[src/rtl/vcbm_pkg.sv]
// Shared BCD constants and helpers for the vcbm_bcd_counter slice.
package vcbm_pkg;

  localparam int         DIGIT_W = 4;
  localparam logic [3:0] BCD_MAX = 4'd9;
  localparam logic [3:0] BCD_MIN = 4'd0;

  typedef enum logic {
    DIR_DN = 1'b0,
    DIR_UP = 1'b1
  } dir_e;

  function automatic logic bcd_valid(input logic [DIGIT_W-1:0] d);
    return (d <= BCD_MAX);
  endfunction

endpackage

[src/rtl/bcd_digit.sv]
// One BCD decade: clear, load (invalid codes become 0) and enabled up/down step.
module bcd_digit
  import vcbm_pkg::*;
(
  input  logic               sys_clk,
  input  logic               clr_n,
  input  logic               cin_en,
  input  logic               up,
  input  logic               ld,
  input  logic [DIGIT_W-1:0] ld_val,
  input  logic               sclr,
  output logic [DIGIT_W-1:0] q,
  output logic               tc_up,
  output logic               tc_dn
);

  logic [DIGIT_W-1:0] r_q;
  logic [DIGIT_W-1:0] w_q_next;

  always_comb begin
    w_q_next = r_q;
    if (sclr) begin
      w_q_next = BCD_MIN;
    end else if (ld) begin
      w_q_next = bcd_valid(ld_val) ? ld_val : BCD_MIN;
    end else if (cin_en) begin
      if (up == DIR_UP) begin
        w_q_next = (r_q == BCD_MAX) ? BCD_MIN : r_q + 4'd1;
      end else begin
        w_q_next = (r_q == BCD_MIN) ? BCD_MAX : r_q - 4'd1;
      end
    end
  end

  always_ff @(posedge sys_clk or negedge clr_n) begin
    if (!clr_n) begin
      r_q <= BCD_MIN;
    end else begin
      r_q <= w_q_next;
    end
  end

  assign q     = r_q;
  assign tc_up = (r_q == BCD_MAX);
  assign tc_dn = (r_q == BCD_MIN);

endmodule

[src/rtl/vcbm_bcd_counter.sv]
// Multi-decade BCD up/down counter with load, clear, wrap or saturate at terminal count.
module vcbm_bcd_counter
  import vcbm_pkg::*;
#(
  parameter int DIGITS = 4,
  parameter bit SAT    = 1'b0
) (
  input  logic                      sys_clk,
  input  logic                      clr_n,
  input  logic                      ce,
  input  logic                      up,
  input  logic                      L,
  input  logic                      sclr,
  input  logic [DIGIT_W*DIGITS-1:0] di,
  output logic [DIGIT_W*DIGITS-1:0] Q,
  output logic                      TC,
  output logic                      CEO,
  output logic                      OVF,
  output logic                      LERR
);

  logic [DIGITS-1:0] w_tc_up;
  logic [DIGITS-1:0] w_tc_dn;
  logic [DIGITS-1:0] w_en;
  logic [DIGITS-1:0] w_dig_bad;
  logic              w_tc;
  logic              w_count;
  logic              w_hold;
  logic              r_ovf;
  logic              r_lerr;

  assign w_tc    = (up == DIR_UP) ? (&w_tc_up) : (&w_tc_dn);
  assign w_count = ce & ~sclr & ~L;
  // Saturation freezes the whole chain by killing the lowest enable.
  assign w_hold  = SAT & w_tc;
  assign w_en[0] = ce & ~w_hold;

  generate
    for (genvar gi = 0; gi < DIGITS; gi++) begin : g_digit
      if (gi > 0) begin : g_chain
        assign w_en[gi] = w_en[gi-1] &
                          ((up == DIR_UP) ? w_tc_up[gi-1] : w_tc_dn[gi-1]);
      end

      assign w_dig_bad[gi] = ~bcd_valid(di[gi*DIGIT_W +: DIGIT_W]);

      bcd_digit u_digit (
        .sys_clk (sys_clk),
        .clr_n   (clr_n),
        .cin_en  (w_en[gi]),
        .up      (up),
        .ld      (L),
        .ld_val  (di[gi*DIGIT_W +: DIGIT_W]),
        .sclr    (sclr),
        .q       (Q[gi*DIGIT_W +: DIGIT_W]),
        .tc_up   (w_tc_up[gi]),
        .tc_dn   (w_tc_dn[gi])
      );
    end
  endgenerate

  always_ff @(posedge sys_clk or negedge clr_n) begin
    if (!clr_n) begin
      r_ovf  <= 1'b0;
      r_lerr <= 1'b0;
    end else begin
      r_ovf  <= w_count & w_tc;
      r_lerr <= ~sclr & L & (|w_dig_bad);
    end
  end

  assign TC   = w_tc;
  assign CEO  = ce & w_tc;
  assign OVF  = r_ovf;
  assign LERR = r_lerr;

endmodule

[config.mk]
export PLATFORM = sky130hd
export DESIGN_NAME = vcbm_bcd_counter
export DESIGN_NICKNAME = d
export VERILOG_FILES = /design/src/rtl/vcbm_pkg.sv /design/src/rtl/bcd_digit.sv /design/src/rtl/vcbm_bcd_counter.sv
export SDC_FILE = /design/constraint.sdc
export NUM_CORES = 1
export LEC_CHECK = 0
export BUFFER_PORTS_ARGS = -buffer_cell sky130_fd_sc_hd__clkbuf_2
export CORE_ASPECT_RATIO = 1.25
export CORE_MARGIN = 5
export CORE_UTILIZATION = 45
export CTS_CLUSTER_DIAMETER = 200
export CTS_CLUSTER_SIZE = 20
export DETAILED_ROUTE_END_ITERATION = 7
export HOLD_SLACK_MARGIN = 0.1
export MAX_ROUTING_LAYER = met4
export PLACE_DENSITY = 0.69
export SETUP_SLACK_MARGIN = 0.2
export SLEW_MARGIN = 0
export SYNTH_ARGS = -nofsm -noshare
export SYNTH_HDL_FRONTEND = slang
export SYNTH_SLANG_ARGS = --single-unit
[constraint.sdc]
create_clock -name sys_clk -period 3.6 [get_ports sys_clk]
set_input_delay 0 -clock sys_clk [delete_from_list [all_inputs] [get_ports sys_clk]]
set_output_delay 0 -clock sys_clk [all_outputs]
set_load 0.02 [all_outputs]
==> results by group <==
Status
  – Status: complete, no violations

Critical path
  – RR Startpoint: g_digit[0].u_digit.q[0]$_DFFE_PN0P_
  – Nature of the critical path endpoint: output pin
  – WP data required: 3.60 ns
  – WP data arrival: 2.55 ns
  – Worst Path Max Fanout: 7
  – R2r worst-path depth: 8
  – Worst Setup Start Kind: flip-flop
  – Crit Path Class: flip-flop to output pin
  – R2R Setup Slk: 1.20 ns
  – Reg2reg end: g_digit[0].u_digit.q[1]$_DFFE_PN0P_

Die
  – Die width: 66.9 µm
  – Ports: 42
  – Initial Util: 0.473
  – Core area: 3850 µm²
  – Die Y: 81.1 µm
  – Total die area: 5430 µm²
  – # rows: 25

Yosys
  – Synth Instances: 227
  – Post-Syn Nets: 263
  – Post-synth EDFFs: 0
  – Synth Flop Type: dfrtp_1
  – Post-Syn Area: 1820 µm²
  – Warnings from Yosys: 0
  – Synth unique cells: 59
  – Post-Syn Area per Cell: 8.02 µm²
  – Number of synthesized register bits: 18
  – Sequential fraction of the synthesis area: 0.247
  – Ys async rst share: 1.00

GRT
  – GR Util All Layers: 0.213
  – Vias in the first global route: 1798
  – Largest net degree at the start of global routing: 31
  – Grt ovf: 0
  – Number of antenna violations at the first check in global routing: 0
  – First-pass GRT wire length: 8650 µm

Hold path
  – Hold Path End: g_digit[2].u_digit.q[2]$_DFFE_PN0P_
  – Worst hold stages: 5
  – Worst Min Path Start: di[10]
  – Worst Hold Class: input pin to flip-flop

Layout
  – Nets: 310
  – Filler cell count: 378
  – Area grow syn2layout: 21.9%
  – Share of cells above drive strength 1: 0.227
  – Ant diodes: 0

Power and ir drop
  – Worst ir drop on vdd: 0.137 mV
  – Register share of total power: 0.374
  – Sw Pwr: 0.000241 W
  – Combinational share of power: 0.353
  – Internal Power: 0.000411 W
  – PD cells: 294 nW/µm²
  – Sw Share: 0.370
  – Clock group share of total power: 0.273
  – Leakage: 0.986 nW

Routing
  – Via count: 1903
  – Drt pass-1 iters: 4
  – DRT antenna net count: 0
  – Initial DRC Count: 154
  – DRC viols: 0
  – Routed WL per cell: 15.8 µm
  – Vias/cell: 5.82
  – Final wirelength: 5180 µm

CTS
  – CTS root buf: clkbuf_8
  – CTS tree: yes
  – PostCTS Resize Cnt: 0
  – Skew-Pair Late Insertion Delay: 0.27 ns
  – Setup bufs post-CTS: 0
  – Clock buffer depth: 2
  – Clock Sinks: 18
  – Num CTS Buffers: 3
  – Clock-pin slew on the worst setup and hold paths: 0.08 ns
  – Hold Buf Count CTS: 12
  – H-Tree Depth: 1

STA
  – Unrepaired setup endpoints after global routing: false
  – Fin. Hold Viols: 0
  – Slew HR: 0.537
  – Max-slew violations: 0
  – Worst hold slack: 0.115 ns
  – Worst clock skew: 0.00324 ns
  – Worst slew pin tran: 0.692 ns
  – Final worst-path cycle share: 0.709
  – Final setup vio count: 0
  – Fmax: 0.392 GHz
  – TNS Setup: 0 ns
  – Tmin final: 2.55 ns

Placement
  – Post-DP HPWL: 3750 µm
  – Final GP Congestion: 0.907
  – I/O Buffers: 41

Flow run
  – Max-cap violations: 0
==> power groups by stage <==
stage                     combinational [W]  sequential, W  clock [W]
after floorplan                    0.000142       0.000255          0
final                              0.000230       0.000244   0.000178
after CTS                          0.000230       0.000244   0.000181
after global routing               0.000255       0.000247   0.000190
after global placement             0.000219       0.000247          0
after detailed placement           0.000219       0.000248          0
==> cells by family after synthesis <==
kind of cell / count (synthesis) / synth area share
adders and majority gates: 14 / 0.0962
AOI/OAI and AO/OA: 76 / 0.298
and+or+nand+nor: 84 / 0.249
xor gates and xnor gates: 6 / 0.0289
DFF: 18 / 0.247
buffers and inverters: 25 / 0.0564
muxes: 4 / 0.0241
==> per-stage QoR <==
| stage | std cells | area [µm²] | power, W | worst slack, ns | util |
|---|---|---|---|---|---|
| 6_report | 327 | 2220 | 0.000652 | 1.05 | 0.577 |
| 5_1_grt | 327 | 2220 | 0.000693 | 0.957 | 0.577 |
| 4_1_cts | 327 | 2220 | 0.000655 | 1.04 | 0.577 |
| 3_5_place_dp | 311 | 2040 | 0.000466 | 1.24 | 0.531 |
| 3_3_place_gp | 311 | 2040 | 0.000465 | 1.28 | 0.531 |
| 2_1_floorplan | 227 | 1820 | 0.000397 | 1.03 | - |
==> metal layers <==
layer  share of wire  up-vias  GRT usage
met5               0        -          -
met4           0.017        0     0.0832
met3           0.054        5     0.0235
met2            0.50       50      0.350
met1            0.43      914      0.267
li1                -      934          -
==> cell usage in the layout (no fill, tap or decap), drive strengths merged, types with 3 or more instances in the layout <==
cell and count:
a22oi 3, nand2b 9, nor3b 4, dlygate4sd3 12, dfrtp 18, a221oi 5
nor3 6, inv 14, clkbuf 45, mux2 3, nor2 18, o31ai 4
o211ai 3, and3 3, nand3 6, o21ai 17, a311oi 3, xnor2 6
ha 14, nand2 20, a31oi 5, a211oi 4, a21oi 16, nor2b 3
==> registers in the layout (all words and copies together) (netlist names) <==
| register | cells |
|---|---|
| g_digit.u_digit.q | 16 |
| LERR | 1 |
| OVF | 1 |
==> how the worst max path moves through the flow <==
stage	start	endpoint	slack, ns	cells after the start
CTS	g_digit[3].u_digit.q[0]$_DFFE_PN0P_	CEO	1.04	6
detailed placement	g_digit[1].u_digit.q[0]$_DFFE_PN0P_	g_digit[3].u_digit.q[1]$_DFFE_PN0P_	1.24	7
finish	g_digit[3].u_digit.q[0]$_DFFE_PN0P_	CEO	1.05	6
floorplan	g_digit[3].u_digit.q[0]$_DFFE_PN0P_	CEO	1.03	5
global placement	g_digit[1].u_digit.q[0]$_DFFE_PN0P_	g_digit[3].u_digit.q[1]$_DFFE_PN0P_	1.28	7
global route	g_digit[3].u_digit.q[0]$_DFFE_PN0P_	CEO	0.96	6
==> worst max-delay path, cell delays in order, from the launching register on <==
cell and delay [ns]:
dfrtp_1 0.46, inv_1 0.15, ha_1 0.21, or3b_2 0.51, o41ai_1 0.58, and2_1 0.21, clkbuf_2 0.16
==> final cells by class <==
class	count	area [µm²]	share of cell area
Clock buffer	4	55.1	0.0248
Inverter	14	52.6	0.0237
Multi-Input combinational cell	184	1270	0.571
Sequential cell	18	450	0.203
Tap cell	54	67.6	0.0305
Timing Repair Buffer	53	325	0.147
==> Yosys cell counts (4+ instances only) <==
cell      instances  share of area
nand2_1          19          0.039
dfrtp_1          18           0.25
nor2_1           17          0.035
o21ai_0          16          0.044
a21oi_1          15          0.041
ha_1             14          0.096
inv_1            14          0.029
nand2b_1          9          0.031
clkbuf_1          7          0.014
nand3_1           6          0.016
nor3_1            6          0.016
xnor2_1           6          0.029
a31oi_1           5          0.017
a211oi_1          4          0.016
a221oi_1          4          0.019
nor3b_1           4          0.016
No activity file was read; power rests on OpenSTA's default activity.
